`config.mk`:
```
export PLATFORM = sky130hd
export DESIGN_NAME = receptor_ps2_tecla
export DESIGN_NICKNAME = d
export VERILOG_FILES = /design/src/rtl/paquete_ps2.sv /design/src/rtl/filtro_ps2c.sv /design/src/rtl/receptor_ps2_tecla.sv
export SDC_FILE = /design/constraint.sdc
export NUM_CORES = 1
export LEC_CHECK = 0
export BUFFER_PORTS_ARGS = -buffer_cell sky130_fd_sc_hd__clkbuf_2
export CAP_MARGIN = 40
export CORE_MARGIN = 2
export CORE_UTILIZATION = 50
export CTS_BUF_LIST = sky130_fd_sc_hd__clkbuf_16
export DETAILED_ROUTE_END_ITERATION = 12
export GPL_ROUTABILITY_DRIVEN = 0
export GPL_TIMING_DRIVEN = 0
export PLACE_DENSITY = 0.71
export SYNTH_ARGS = -nofsm -noshare
export SYNTH_HDL_FRONTEND = slang
export SYNTH_SLANG_ARGS = --single-unit
```
`constraint.sdc`:
```
create_clock -name clk -period 2.6 [get_ports clk]
set_input_delay 0.52 -clock clk [delete_from_list [all_inputs] [get_ports clk]]
set_output_delay 0.52 -clock clk [all_outputs]
set_load 0.1 [all_outputs]
```
`src/rtl/paquete_ps2.sv`:
```
// ============================================================================
// Module : paquete_ps2
// Brief  : Shared scan codes, FSM encoding and default parameters for the
//          PS/2 keyboard receiver.
// Rev    : 1.0
// ============================================================================
`default_nettype none

package paquete_ps2;

  localparam logic [7:0] COD_BRK = 8'hF0;
  localparam logic [7:0] COD_EXT = 8'hE0;

  localparam int FILTRO_BITS_DEF = 8;
  localparam int TIMEOUT_DEF     = 200000;

  typedef enum logic [1:0] {
    s_espera = 2'd0,
    s_datos  = 2'd1,
    s_fin    = 2'd2
  } estado_t;

endpackage

`default_nettype wire

```
`src/rtl/filtro_ps2c.sv`:
```
// ============================================================================
// Module : filtro_ps2c
// Brief  : ps2c synchronizer, glitch filter and falling-edge pulse.
// Rev    : 1.0
// ============================================================================
`default_nettype none

module filtro_ps2c
  import paquete_ps2::*;
#(
  parameter int FILTRO_BITS = FILTRO_BITS_DEF
) (
  input  logic clk,
  input  logic reset,
  input  logic ps2c,
  output logic flanco
);

  logic [1:0]             r_sync;
  logic [FILTRO_BITS-1:0] r_hist;
  logic                   r_filt;
  logic [FILTRO_BITS-1:0] w_hist_sig;
  logic                   w_filt_sig;

  // The window holds the newest sample plus the previous FILTRO_BITS-1 ones.
  always_comb begin
    w_hist_sig = {r_hist[FILTRO_BITS-2:0], r_sync[1]};
    w_filt_sig = r_filt;
    if (&w_hist_sig) begin
      w_filt_sig = 1'b1;
    end else if (~|w_hist_sig) begin
      w_filt_sig = 1'b0;
    end
  end

  always_ff @(posedge clk or posedge reset) begin
    if (reset) begin
      r_sync <= 2'b11;
      r_hist <= '1;
      r_filt <= 1'b1;
      flanco <= 1'b0;
    end else begin
      r_sync <= {r_sync[0], ps2c};
      r_hist <= w_hist_sig;
      r_filt <= w_filt_sig;
      flanco <= r_filt & ~w_filt_sig;
    end
  end

endmodule

`default_nettype wire

```
`src/rtl/receptor_ps2_tecla.sv`:
```
// ============================================================================
// Module : receptor_ps2_tecla
// Brief  : PS/2 keyboard frame receiver delivering make codes only.
// Rev    : 1.0
// ============================================================================
`default_nettype none

module receptor_ps2_tecla
  import paquete_ps2::*;
#(
  parameter int FILTRO_BITS = FILTRO_BITS_DEF,
  parameter int TIMEOUT     = TIMEOUT_DEF
) (
  input  logic       clk,
  input  logic       reset,
  input  logic       ps2c,
  input  logic       ps2d,
  output logic [7:0] d_tecla,
  output logic       tecla_lista,
  output logic       error_trama
);

  localparam int TW = $clog2(TIMEOUT + 1);

  logic [1:0]    r_sync_d;
  logic          w_flanco;
  logic          w_dato;
  estado_t       r_estado, w_estado_sig;
  logic [9:0]    r_shift, w_shift_sig;
  logic [3:0]    r_nbits, w_nbits_sig;
  logic [TW-1:0] r_timeout, w_timeout_sig;
  logic          r_brk, w_brk_sig;
  logic [7:0]    w_tecla_sig;
  logic          w_lista_sig;
  logic          w_error_sig;

  filtro_ps2c #(
    .FILTRO_BITS(FILTRO_BITS)
  ) u_filtro (
    .clk   (clk),
    .reset (reset),
    .ps2c  (ps2c),
    .flanco(w_flanco)
  );

  assign w_dato = r_sync_d[1];

  always_ff @(posedge clk or posedge reset) begin
    if (reset) begin
      r_sync_d    <= 2'b11;
      r_estado    <= s_espera;
      r_shift     <= '0;
      r_nbits     <= '0;
      r_timeout   <= '0;
      r_brk       <= 1'b0;
      d_tecla     <= 8'h00;
      tecla_lista <= 1'b0;
      error_trama <= 1'b0;
    end else begin
      r_sync_d    <= {r_sync_d[0], ps2d};
      r_estado    <= w_estado_sig;
      r_shift     <= w_shift_sig;
      r_nbits     <= w_nbits_sig;
      r_timeout   <= w_timeout_sig;
      r_brk       <= w_brk_sig;
      d_tecla     <= w_tecla_sig;
      tecla_lista <= w_lista_sig;
      error_trama <= w_error_sig;
    end
  end

  always_comb begin
    w_estado_sig  = r_estado;
    w_shift_sig   = r_shift;
    w_nbits_sig   = r_nbits;
    w_timeout_sig = r_timeout;
    w_brk_sig     = r_brk;
    w_tecla_sig   = 8'h00;
    w_lista_sig   = 1'b0;
    w_error_sig   = 1'b0;

    case (r_estado)
      s_espera: begin
        w_timeout_sig = '0;
        if (w_flanco && !w_dato) begin
          w_estado_sig = s_datos;
          w_nbits_sig  = '0;
          w_shift_sig  = '0;
        end
      end

      // Bits arrive LSB first; after 10 shifts: [7:0] data, [8] parity, [9] stop.
      s_datos: begin
        if (w_flanco) begin
          w_shift_sig   = {w_dato, r_shift[9:1]};
          w_timeout_sig = '0;
          if (r_nbits == 4'd9) begin
            w_estado_sig = s_fin;
          end else begin
            w_nbits_sig = r_nbits + 4'd1;
          end
        end else if (r_timeout == TW'(TIMEOUT - 1)) begin
          w_estado_sig  = s_espera;
          w_timeout_sig = '0;
        end else begin
          w_timeout_sig = r_timeout + TW'(1);
        end
      end

      s_fin: begin
        w_estado_sig = s_espera;
        w_nbits_sig  = '0;
        if ((^r_shift[8:0]) && r_shift[9]) begin
          if (r_shift[7:0] == COD_BRK) begin
            w_brk_sig = 1'b1;
          end else if (r_shift[7:0] == COD_EXT) begin
            w_brk_sig = r_brk;
          end else if (r_brk) begin
            w_brk_sig = 1'b0;
          end else begin
            w_tecla_sig = r_shift[7:0];
            w_lista_sig = 1'b1;
          end
        end else begin
          w_error_sig = 1'b1;
        end
      end

      default: w_estado_sig = s_espera;
    endcase
  end

endmodule

`default_nettype wire

```
### Yosys cells after proc, flatten, opt, wreduce, memory -nomap -nowiden

Index checks and enable logic that the tools add are counted.

| cells by class | value |
|---|---|
| add/sub/neg operators | 2 |
| equality and inequality tests | 12 |
| mux-type cells | 31 |
| bitwise operators | 2 |
| reduce and logical (&&, ||, !) cells | 13 |

Operator list:

| cell | count |
|---|---|
| two-way mux 8 bit | 5 |
| two-way mux 18 bit | 2 |
| case mux 18 bit (2 select lines) | 1 |
| two-way mux 10 bit | 2 |
| case mux 10 bit (2 select lines) | 1 |
| adder 18 x 1 -> 18 bit (second input constant) | 1 |
| == test 18 bit (second input constant) | 1 |
| == test 8 bit (second input constant) | 2 |
| two-way mux 4 bit | 3 |
| case mux 4 bit (3 select lines) | 1 |
| two-way mux 1 bit | 11 |
| AND reduction 3 bit | 3 |
| parity 9 bit | 1 |
| two-way mux 2 bit | 4 |
| AND reduction 8 bit | 1 |
| OR reduction 8 bit | 1 |
| inequality test 2 bit (second input constant) | 3 |
| adder 4 x 1 -> 4 bit (second input constant) | 1 |
| == test 4 bit (second input constant) | 1 |
| case mux 2 bit (2 select lines) | 1 |
| AND reduction 4 bit | 1 |
| inequality test 3 x 2 -> 1 bit (second input constant) | 1 |
| inequality test 3 bit (second input constant) | 1 |
| nonzero test 3 bit | 1 |
| other kinds (9) | 10 |

| storage, ports and cells | value |
|---|---|
| flip-flop bits (word level) | 58 |
| input port bits | 4 |
| word-level logic and storage cells | 73 |

### Logic depth before layout (Yosys ltp)

Gate-level depths: netlist of run 1.

| depth | value |
|---|---|
| depth after elaboration | 5 |
| gate-level depth with buffers | 8 |
| gate-level depth less buffers | 7 |

### Hierarchy

Synthesis of run 1 repeated with hierarchy kept, for this count alone.

| second synthesis, totals | value |
|---|---|
| cells, all modules | 258 |
| area total of the unflattened synthesis | 2655.0 um2 |

Modules (own cells, without submodules):

| module | instances | cells each | area each (um2) |
|---|---|---|---|
| receptor_ps2_tecla | 1 | 239 | 2307.2 |
| filtro_ps2c | 1 | 19 | 347.8 |

### Worst setup path before layout of run 1

OpenSTA, ideal clock, no wires.

| timing | value |
|---|---|
| kind | flip-flop to flip-flop |
| start point | register r_shift[6] |
| end point | register d_tecla[0] |
| arrival time | 1.807 ns |
| slack | 0.674 ns |
| stages on the path, launching flop included | 8 |
| path buffers | 1 |
| period minus slack after synthesis | 1.926 ns |
| cell sequence | dfrtp_1 > ha_1 > xnor3_1 > xnor2_1 > and4_1 > and3b_1 > buf_2 > and2_1 |

| on the way | value |
|---|---|
| word-level cells in the longest chain between the ends | 5 |
| elaborated cells on any way between the ends | 8 |
| those cells by class | eq/ne (2); mux (4); reduce/logical (2) |

RTL lines:

| item | line | RTL |
|---|---|---|
| from (decl) | receptor_ps2_tecla.sv:29 | `logic [9:0] r_shift, w_shift_sig;` |
| from (signal assigned) | receptor_ps2_tecla.sv:62 | `r_shift <= w_shift_sig;` |
| == test 8 bit | receptor_ps2_tecla.sv:116 | `end else if (r_shift[7:0] == COD_EXT) begin` |
| two-way mux 8 bit | receptor_ps2_tecla.sv:116 |  |
| two-way mux 8 bit | receptor_ps2_tecla.sv:114 | `if (r_shift[7:0] == COD_BRK) begin` |
| two-way mux 8 bit (*) | receptor_ps2_tecla.sv:113 | `if ((^r_shift[8:0]) && r_shift[9]) begin` |
| two-way mux 8 bit (*) | receptor_ps2_tecla.sv:82 | `case (r_estado)` |
| named net w_tecla_sig[0] | receptor_ps2_tecla.sv:33 | `logic [7:0] w_tecla_sig;` |
| to (signal assigned) | receptor_ps2_tecla.sv:66 | `d_tecla <= w_tecla_sig;` |
| to (decl) | receptor_ps2_tecla.sv:18 | `output logic [7:0] d_tecla,` |

The timed path passes the listed nets; every way through them passes the cells marked *.
A chain may end at the register's enable or synchronous reset.

### Final worst setup path of run 1

| timing | value |
|---|---|
| start point | register r_timeout[0] |
| end point | register r_timeout[7] |

| on the way | value |
|---|---|
| word-level cells in the longest chain between the ends | 4 |
| elaborated cells on any way between the ends | 5 |
| those cells by class | add/sub (1); eq/ne (1); mux (3) |

RTL lines:

| item | line | RTL |
|---|---|---|
| from (decl) | receptor_ps2_tecla.sv:31 | `logic [TW-1:0] r_timeout, w_timeout_sig;` |
| from (signal assigned) | receptor_ps2_tecla.sv:64 | `r_timeout <= w_timeout_sig;` |
| adder 18 x 1 -> 18 bit / == test 18 bit (equally long branches) | receptor_ps2_tecla.sv:106, receptor_ps2_tecla.sv:102 |  |
| two-way mux 18 bit (*) | receptor_ps2_tecla.sv:102 | `end else if (r_timeout == TW'(TIMEOUT - 1)) begin` |
| two-way mux 18 bit (*) | receptor_ps2_tecla.sv:94 | `if (w_flanco) begin` |
| case mux 18 bit (2 select lines) (*) | receptor_ps2_tecla.sv:82 |  |

Every way passes the cells marked *; elsewhere a longest branch is shown, timed or not.

==> flow_summary.ini, run 1 <==
[place]
dp.cells = 341
dpl.hpwl_um = 3280
port-buffer-count = 13
post-place-ws_ns = 0.508

[sta]
fin_crit_ns = 2.09
fin_ws_ns = 0.509
fmax_mhz = 478
post-route-period-util_pct = 80.4
setup_viol_count_final = 0
rsz0062_at_grt = false
max_slew_margin_pct = 57.5
drv_slew = 0
tns_ns = 0
finalHoldViolCount = 0
tightestPinTransition_ns = 0.636
fin_skew_ns = 0.00438

[worst_setup_path]
worst_path_max_delay_cell = dfrtp_1
crit_path_end_kind = register
reg2reg_from = r_timeout[0]
max_stage_delay_ns = 0.40
crit_required_ns = 2.82
cp_data_arrival_time_ns = 2.31
r2r-end = r_timeout[7]
path_delay_family = simple AND/OR/NAND/NOR gates
reg2regPathDepth = 7
cp_max_fo = 10
worst-path-buf-inv = 1
cp-start-kind = register
worstSetupPathType = register to register
reg2reg_slack_ns = 0.51
path_cells = ha_1 > nand3_1 > or3_4 > o21ai_2 > buf_2 > nor3_1 > a21o_2

[clock_tree]
post_cts_buffers = 0
cts_tree = yes
cts-root-buf = clkbuf_16
cts_hold_buf = 0
ctsResizeCount = 0
clk_pin_slew_worst_paths_ns = 0.05
clkSinkCount = 58
worstSkewPairLatency_ns = 0.32
cts_made_buffers = 9
htreeDepth = 3
clk_path_buf_depth = 2

[pwr]
switching_share_pct = 21.0
power_density_nw_per_um2 = 681
internal-power_mw = 1.67
comb_power_share_pct = 2.9
power_frac_clock_pct = 52.9
pwr-share-seq_pct = 44.2
power_mw = 2.11
p_leak_nw = 1.40
vdd_drop_max_uv = 439
p_switching_mw = 0.443

[floorplan]
io_pins = 14
core_um2 = 5110
die-area_um2 = 5880
start_util_pct = 51.7
die_w_um = 76.7
die_y_um = 76.7
std_cell_rows = 26

[global_routing]
antenna_found_initial = 0
first_global_vias = 1870
grt_max_degree = 31
grtUsageTotal_pct = 19.1
grt_overflow = 0
grt_pass1_wl_um = 8650

[finish]
post-route-util_pct = 60.7
nets = 294
drive_gt1_share_pct = 18.8
syn2layout_area_growth_pct = 17.3
nFillCells = 434
insertedDiodeCount = 0
stdcell_count = 357

[yosys]
avgSynthCellArea_um2 = 10.3
synth_top_area_share_pct = 43.6
syn_area_um2 = 2640
ys_seq_area_share_pct = 55.5
ys.flop_type = dfrtp_1
synth.area.top_cells = dfrtp_1 44%, dfstp_2 12%, nand2_1 5.0%
syn_nets = 269
ys_ff_latch = 58
yosys_warnings = 0
synth_edf_count = 0
async_flop_share_pct = 100
synth_largest_area_cell = dfrtp_1
synth_cells = 257
ys_types = 48

[run_status]
status = completed

[min_path]
min_path_type = input pin to asynchronous set/reset pin

[route]
route.vias.total = 1935
wirelength_um = 4810
first_pass_iters = 4
avgViaCountPerCell = 5.42
drcViolationCount = 0
post_drt_wl_per_cell_um = 13.5
ant_nets = 0
drt_iter0_drc = 131

[flow_run]
cap_viol_max_count = 0
==> power by group through the flow <==
stage | logic [mW] | registers (mW) | clock network, mW
finish | 0.0616 | 0.933 | 1.12
global route | 0.0712 | 0.934 | 1.19
CTS | 0.0635 | 0.933 | 1.14
detailed placement | 0.0636 | 0.947 | 0
global placement | 0.0590 | 0.946 | 0
floorplan | 0.0422 | 0.944 | 0
==> cell type report <==
class / count / area [µm²] / area share (%)
plain buffers: 7 / 43.8 / 1.41
clock buffers: 9 / 225 / 7.27
clock inverters: 7 / 60.1 / 1.94
inverters: 14 / 52.6 / 1.70
multi-input cells: 178 / 1080 / 34.8
flip-flops and latches: 58 / 1470 / 47.3
well taps: 70 / 87.6 / 2.83
repair buffers: 14 / 85.1 / 2.75
==> Yosys cell counts (2+ instances only) <==
library cell and count:
nor2_1 11, dfrtp_1 46, xnor2_1 2, nor3_1 3, nand4_1 4, o311ai_0 4, o31ai_1 2, a21o_1 2
nand2_1 35, buf_2 2, nor4_1 4, buf_6 2, inv_1 14, o21ai_0 22, o21a_1 2, and4_1 2
nand2b_1 4, clkbuf_1 3, or3_1 5, ha_1 8, a21oi_1 8, and2_1 10, dfstp_2 12, and3_1 3
and3b_1 2, nand3_1 23
==> registers in the layout, summed over array words and instances, names as in the netlist, 2 cells and up <==
signal	cells
r_estado	2
d_tecla	8
u_filtro.r_hist	7
u_filtro.r_sync	2
r_sync_d	2
r_nbits	4
r_shift	10
r_timeout	18
==> routing by layer <==
layer  GRT usage (%)  vias up  wire (µm)
met5               0        -          0
met4            12.5        0        121
li1                -      962          -
met3            4.94       10        142
met2            26.9       34       2130
met1            25.9      929       2420
==> cell usage in the layout (no fill, tap or decap), types with 5 or more instances in the layout <==
cell type / instances
and2_1: 10
nand2_1: 35
clkbuf_16: 9
inv_1: 13
nor2_1: 11
or3_1: 5
ha_1: 8
a21oi_1: 8
nand3_1: 23
o21ai_0: 22
dfrtp_1: 46
dfstp_2: 12
clkbuf_2: 13
==> metrics by stage <==
| stage | hold slack [ns] | area [µm²] |
|---|---|---|
| after floorplan | 0.345 | 2640 |
| after global placement | 0.348 | 2790 |
| after detailed placement | 0.347 | 2810 |
| after CTS | 0.263 | 3100 |
| after global routing | 0.266 | 3100 |
| final | 0.265 | 3100 |
==> worst max path at each step <==
stage | from | to | slack, ns | cells after the start
floorplan | reset | d_tecla[0] | 0.67 | 1
global placement | reset | r_nbits[1] | -0.02 | 2
detailed placement | r_timeout[0] | r_timeout[7] | 0.51 | 7
CTS | r_timeout[0] | r_timeout[7] | 0.49 | 7
global route | r_timeout[0] | r_timeout[7] | 0.36 | 7
finish | r_timeout[0] | r_timeout[7] | 0.51 | 7
==> worst reg2reg max path: cells and delay by family, from the launching register on <==
family / cells / cell delay (ns)
adders and majority gates: 1 / 0.20
and+or+nand+nor: 3 / 0.67
AOI/OAI and AO/OA: 2 / 0.44
DFF: 1 / 0.40
buffers and inverters: 1 / 0.28
==> logic make-up after synthesis <==
logic type | after synthesis | share of synthesized area [%]
AND/OR/NAND/NOR | 117 | 23.5
flip-flops | 58 | 55.5
AO/OA/AOI/OAI | 49 | 11.6
buffers and inverters | 21 | 3.65
adder cells (fa/ha/maj) | 8 | 3.79
XOR/XNOR | 3 | 1.52
multiplexers | 1 | 0.379
No activity file was read; power rests on OpenSTA's default activity.
==> run 2: changes to the inputs <==
PLACE_DENSITY = 0.74   (was 0.71)
clock period = 1.8 ns   (was 2.6 ns; I/O delays follow)
==> flow_summary.ini, run 2 (synthesized netlist as in run 1, its figures left out) <==
[run_status]
status = complete, but fails checks
violations = setup timing

[finish]
nets = 312
top_register = r_timeout
largest_reg_flops = 18
final_common_cell = dfrtp_1
reg_top3 = r_timeout x18, r_shift x10, d_tecla x8
drive_gt1_share_pct = 29.2
layout_common_cells = 44 x dfrtp_1, 34 x nand2_1, 21 x nand3_1
stdcell_area_um2 = 3390
insertedDiodeCount = 0
syn2layout_area_growth_pct = 28.3

[worst_setup_path]
worstSetupPathType = register to register
crit_path_end_kind = register
cp-start-kind = register
crit_required_ns = 2.00
cp_data_arrival_time_ns = 2.19
cp_max_fo = 4

[global_routing]
grtUsageTotal_pct = 21.0
met2_usage_pct = 33.6
met1_usage_pct = 27.6
grt_overflow = 0
grt_max_degree = 34
grt_pass1_wl_um = 9740
antenna_found_initial = 0
grt-busiest-layer = met2
first_global_vias = 2112
groute.layer.met3.usage_pct = 3.88

[sta]
post-route-period-util_pct = 111
tns_ns = -1.71
max_slew_margin_pct = 55.4
setup_viol_count_final = 12
tightestPinTransition_ns = 0.666
holdWs_ns = 0.0799
fin_ws_ns = -0.190
finalHoldViolCount = 0
rsz0062_at_grt = true
drv_slew = 0
fin_skew_ns = 0.00423
fin_crit_ns = 1.99
fmax_mhz = 502

[floorplan]
die_w_um = 76.7
start_util_pct = 51.7
std_cell_rows = 26
io_pins = 14
die-area_um2 = 5880
die_y_um = 76.7
core_um2 = 5110

[place]
port-buffer-count = 13
place_area_um2 = 2820
post-place-ws_ns = -0.295
dpl.hpwl_um = 3310

[clock_tree]
cts-root-buf = clkbuf_16
clk_pin_slew_worst_paths_ns = 0.05
clk_path_buf_depth = 2
clkSinkCount = 58
htreeDepth = 3
cts_made_buffers = 9
worstSkewPairLatency_ns = 0.32
cts_tree = yes

[min_path]
min_path_type = input pin to asynchronous set/reset pin

[route]
wirelength_um = 5680
avgViaCountPerCell = 5.60
drcViolationCount = 0
drt_iter0_drc = 181
first_pass_iters = 5
ant_nets = 0
route.vias.total = 2101
post_drt_wl_per_cell_um = 15.1

[pwr]
power_mw = 3.05
p_leak_nw = 1.55
power_density_nw_per_um2 = 900
vdd_drop_max_uv = 615

[flow_run]
cap_viol_max_count = 0
==> run 2: changes by cell type in the layout (fill, tap and decap cells not counted), moves of 3 or more <==
cell,delta
o311ai_1,+4
o311ai_0,-4
o21ai_0,-5
ha_4,+3
buf_4,+12
buf_6,+6
o21ai_1,+5
or3_4,+3
ha_1,-3
==> run 2: stage by stage <==
stage                     cells  util, %
after floorplan             257        -
final                       375     66.3
after detailed placement    341     55.2
after global routing        375     66.3
after CTS                   367     63.6
after global placement      340     54.8
==> run 2: metal layers <==
metal  wire [µm]  up-vias
li1            -      993
met1        2550     1034
met2        2730       63
met3         288       11
met4         111        0
met5           0        -
==> run 2: what timing repair did <==
item	CTS	global route
endpoints found under the setup margin	28	32
hold buffers	0	0
resized for setup	14	27
buffers inserted	9	8
pin swaps	8	16
gates cloned	1	1
==> run 2: power by group <==
part	leakage [nW]	switching (mW)	internal [mW]	total, mW
clock network	0.150	0.541	1.04	1.58
logic	0.631	0.0747	0.0442	0.119
registers	0.765	0.0134	1.33	1.35
total	1.55	0.629	2.42	3.05
==> run 2: layout make-up <==
class / count / area, µm²
Buffer: 7 / 56.3
Clock buffer: 9 / 225
Clock inverter: 7 / 55.1
Fill cell: 362 / 1720
Inverter: 14 / 52.6
Multi-Input combinational cell: 178 / 1200
Sequential cell: 58 / 1470
Tap cell: 70 / 87.6
Timing Repair Buffer: 32 / 245
==> run 2: path summary, 6_finish.rpt <==
kind	from	end	slack, ns	cells after the start
max in group asynchronous	reset	u_filtro.r_hist[2]	1.09	3
setup reg to reg	r_shift[6]	r_brk	-0.19	7
min in group clk	ps2c	u_filtro.r_sync[0]	0.12	1
setup / recovery	r_shift[6]	r_brk	-0.19	7
hold / removal	reset	error_trama	0.08	2
hold reg to reg	u_filtro.r_sync[0]	u_filtro.r_sync[1]	0.35	0
==> run 2: critical path, stage by stage, from the launching register on <==
cell and delay (ns):
dfrtp_2 0.44, ha_4 0.28, xnor3_1 0.33, xnor2_2 0.20, and4_4 0.26, buf_6 0.10
nand2_2 0.04, a32o_2 0.23
